==> src/rtl/capi_mmio_rd_responder.sv <==
// MMIO read responder: decodes a word address against a register window and
// returns one 64-bit AFU status register (or a replicated 32-bit half) via valid/ack.
module capi_mmio_rd_responder #(
  parameter int          addr_width = 25,
  parameter int          num_regs   = 4,
  parameter int unsigned addr       = 0,
  parameter int unsigned addr_mask  = 0
) (
  input  logic                      clk,
  input  logic                      reset,
  input  logic [0:addr_width-1]     ra,
  input  logic                      re,
  input  logic                      dw,
  input  logic [0:64*num_regs-1]    rd_regs,
  input  logic                      rack,
  output logic                      rvalid,
  output logic [0:63]               rdata,
  output logic                      busy,
  output logic                      overrun
);
  localparam int regsel_w = $clog2(num_regs);
  localparam int region_w = addr_width - 1 - regsel_w;
  localparam logic [region_w-1:0] addr_r = region_w'(addr);
  localparam logic [region_w-1:0] mask_r = region_w'(addr_mask);

  typedef enum logic [1:0] {IDLE, FETCH, RESP} state_t;
  state_t state_q, state_d;

  logic [region_w-1:0] region;
  logic [regsel_w-1:0] regsel, sel_q;
  logic                word, match, accept, dw_q, word_q;
  logic [63:0]         regs [num_regs];
  logic [63:0]         cur, fetched;

  assign region = ra[0:region_w-1];
  assign regsel = ra[region_w:addr_width-2];
  assign word   = ra[addr_width-1];
  assign match  = ((~mask_r & region) == addr_r);

  // reg k occupies big-endian bits [64k : 64k+63] of the flat bus
  for (genvar k = 0; k < num_regs; k++) begin : g_reg
    assign regs[k] = rd_regs[64*k +: 64];
  end

  assign cur     = regs[sel_q];
  assign fetched = dw_q   ? cur :
                   word_q ? {cur[31:0], cur[31:0]} : {cur[63:32], cur[63:32]};

  always_comb begin
    state_d = state_q;
    accept  = 1'b0;
    case (state_q)
      IDLE:    if (re && match) begin
                 state_d = FETCH;
                 accept  = 1'b1;
               end
      FETCH:   state_d = RESP;
      RESP:    if (rack) state_d = IDLE;
      default: state_d = IDLE;
    endcase
  end

  always_ff @(posedge clk) begin
    if (reset) begin
      state_q <= IDLE;
      rvalid  <= 1'b0;
      rdata   <= '0;
      busy    <= 1'b0;
      overrun <= 1'b0;
      sel_q   <= '0;
      dw_q    <= 1'b0;
      word_q  <= 1'b0;
    end else begin
      state_q <= state_d;
      rvalid  <= (state_d == RESP);
      busy    <= (state_d != IDLE);
      // a matched request arriving while a response is in flight is dropped
      if (re && match && state_q != IDLE) overrun <= 1'b1;
      if (accept) begin
        sel_q  <= regsel;
        dw_q   <= dw;
        word_q <= word;
      end
      if (state_q == FETCH) rdata <= fetched;
    end
  end
endmodule

==> config.mk <==
export PLATFORM = sky130hd
export DESIGN_NAME = capi_mmio_rd_responder
export DESIGN_NICKNAME = d
export VERILOG_FILES = /design/src/rtl/capi_mmio_rd_responder.sv
export SDC_FILE = /design/constraint.sdc
export NUM_CORES = 1
export LEC_CHECK = 0
export BUFFER_PORTS_ARGS = -buffer_cell sky130_fd_sc_hd__clkbuf_2
export CAP_MARGIN = 20
export CORE_AREA = 2 2 138 140
export DETAILED_ROUTE_END_ITERATION = 6
export DIE_AREA = 0 0 140 142
export GPL_ROUTABILITY_DRIVEN = 0
export PLACE_DENSITY_LB_ADDON = 0.1
export SLEW_MARGIN = 40
export SYNTH_ARGS = -nofsm -noshare
export SYNTH_HDL_FRONTEND = slang
export SYNTH_SLANG_ARGS = --single-unit
==> constraint.sdc <==
create_clock -name clk -period 4.2 [get_ports clk]
set_clock_uncertainty 0.1 [all_clocks]
set_input_delay 0.84 -clock clk [delete_from_list [all_inputs] [get_ports clk]]
set_output_delay 0.84 -clock clk [all_outputs]
set_load 0.01 [all_outputs]
==> out/metrics.csv <==
metric,value,unit
status,"complete, but fails checks",
failing checks,DRC,
critical path type,flip-flop to flip-flop,
Detailed Route WL,18.0,mm
gr usage total,0.177,
share of the synthesized area in the top cell type,0.337,
"antenna viol nets, final",0,
# DRC,14,
Sum Neg Setup Slack,0,ns
Layout Utilization,0.361,
Max VDD drop,0.000147,V
die span in x,140,um
number of antenna repair diodes,0,
Critical Path Fanout Max,35,
Worst-Margin Slew,0.803,ns
CP Cell Sequence,buf_12 > mux4_2 > o22ai_1 > nor3_1,
vias per cell,4.96,
fin crit share,0.537,
Achievable Freq,0.443,GHz
setup ws final,1.94,ns
hpwl dp,14.2,mm
Cells after Synth,414,
post-CTS setup buffers,0,
switching part of the total power,0.204,
Synth cell types,25,
Post-synth EDFFs,0,
clk sink count,73,
row count,50,
# IOs,353,
Layout area overhead,53.9,%
synth top area cells,"dfxtp_1, mux4_2, o22ai_1, nor3_1, nor2_1",
first-pass GRT wire length,27.4,mm
Seq pwr share,0.378,
vias in the first global route,4960,
RSZ-0062 raised after global routing,no,
Combinational Power Share,0.114,
Switch Pwr,373,uW
Die Y,142,um
worst-case clock buffer depth,2,
pre-CTS setup slack,1.79,ns
R2R setup slack,1.94,ns
Slew headroom,0.465,
drt pass-1 iters,7,
Starting Density,0.235,
# setup viols final,0,
Worst-Skew Late Latency,0.34,ns
die area,19900,sq um
Synth async-reset ratio,0,
P per Cell Area,274,nW/um^2
Ys Warns,0,
hold_buf cts,0,
Avg Inst Size Synth,10.5,sq um
Max Cap Viol,0,
number of H-tree levels,3,
Slowest cell on crit path,dfxtp_4,
leading area contributor after synthesis,dfxtp_1,
CTS buffer count,9,
gr ovfl total,0,
largest net degree at the start of global routing,74,
"flops & latches, synth",73,
arrival time at the worst endpoint,2.34,ns
CTS tree,done,
layout cells sized above 1,0.597,
final slew viol count,0,
"Data required, critical path",4.29,ns
Core Box Area,18500,sq um
initial antenna violation count,0,
Critical Path Source Type,flip-flop,
clk root buf,clkbuf_16,
NumNets Final,1030,
leakage power,0.00293,uW
Initial DRC Count,201,
post_cts resized,0,
cell-internal power,1460,uW
Fin. Hold Viols,0,
max incr delay on CP,0.74,ns
synthesized area,4330,sq um
Worst Setup End Kind,flip-flop,
port bufs,352,
share of the yosys chip area belonging to registers,0.337,
clk slew on worst S/H paths,0.06,ns
Period minus WS final,2.26,ns
vias,4874,
Clock power frac,0.508,
worst min path class,flip-flop to flip-flop,
Syn Nets,700,
wire length per cell,18.3,um
"Primary FF master, synth",dfxtp_1,
==> worst max-delay path, delay by kind of cell, from the launching register on <==
family | cells | cell delay (ns)
buf+inv | 1 | 0.33
simple gates | 1 | 0.08
flops | 1 | 0.74
mux | 1 | 0.57
compound gates | 1 | 0.22
==> area by class of cell <==
cell class | count | area [sq um]
sequential | 73 | 1470
inverter | 2 | 7.51
clock buffer | 12 | 267
timing repair buffer | 363 | 1890
fill | 1931 | 11800
tap | 234 | 293
multi-input combinational | 295 | 2650
clock inverter | 4 | 97.6
==> power by group through the flow <==
stage	logic, uW	clock network (uW)	registers, uW
5_1_grt	228	984	691
6_report	209	930	691
2_1_floorplan	66.9	0	708
3_3_place_gp	206	0	707
3_5_place_dp	210	0	707
4_1_cts	211	953	692
==> placed cells by master, fill, tap and decap left out <==
cell,n
nand4_1,5
buf_8,4
nor3_1,66
nand3b_1,1
clkbuf_16,9
dfxtp_1,71
nand2_1,2
o21ai_4,2
nand3_1,2
mux4_2,63
o22ai_1,64
clkinvlp_4,1
buf_12,1
buf_6,1
bufinv_16,3
nor2_1,70
clkbuf_2,352
and2_1,1
mux4_1,1
a21oi_1,6
o21ai_0,4
buf_4,5
nor4b_1,1
nor4_1,4
inv_1,2
nor2b_4,1
clkbuf_8,3
dfxtp_4,2
and4_1,1
a31oi_1,1
==> path summary, 6_finish.rpt <==
path,endpoint,depth (start not counted),from
setup / recovery,rdata[37],4,sel_q[0]
hold / removal,rdata[29],2,rdata[29]
setup reg to reg,rdata[37],4,sel_q[0]
hold reg to reg,rdata[29],2,rdata[29]
==> flip-flops by register name (all words and copies together), names as in the netlist <==
name	flops
dw_q	1
overrun	1
word_q	1
busy	1
rdata	64
rvalid	1
state_q	2
sel_q	2
==> stage by stage <==
stage / cell area (sq um) / instances / hold slack [ns] / power [uW]
5_1_grt: 6670 / 983 / 0.408 / 1900
4_1_cts: 6660 / 982 / 0.390 / 1860
2_1_floorplan: 4330 / 414 / 0.384 / 775
3_5_place_dp: 6290 / 966 / 0.378 / 917
3_3_place_gp: 6230 / 962 / 0.372 / 913
6_report: 6670 / 983 / 0.390 / 1830
==> Yosys cell counts, drive strengths merged, types with 4 or more instances <==
cell type,instances
o22ai,64
dfxtp,73
a21oi,6
clkbuf,19
nor3,66
nor2,70
mux4,64
nand4,5
nor4,4
buf,25
o21ai,6
==> cells by family (layout without fill, tap and decap cells) <==
| kind of cell | Yosys count | count (layout) | synth area share |
|---|---|---|---|
| muxes | 64 | 64 | 0.334 |
| and+or+nand+nor | 154 | 154 | 0.163 |
| DFF | 73 | 73 | 0.337 |
| AOI/OAI and AO/OA | 77 | 77 | 0.108 |
| buffers and inverters | 46 | 381 | 0.0589 |
==> metal layers <==
layer  vias up  track usage  part of all wire
met5         -            0                 0
met4         0       0.0590             0.015
met3        17       0.0357             0.061
met2       192        0.315              0.52
met1      2365        0.214              0.41
li1       2300            -                 -
No activity file was read; power rests on OpenSTA's default activity.
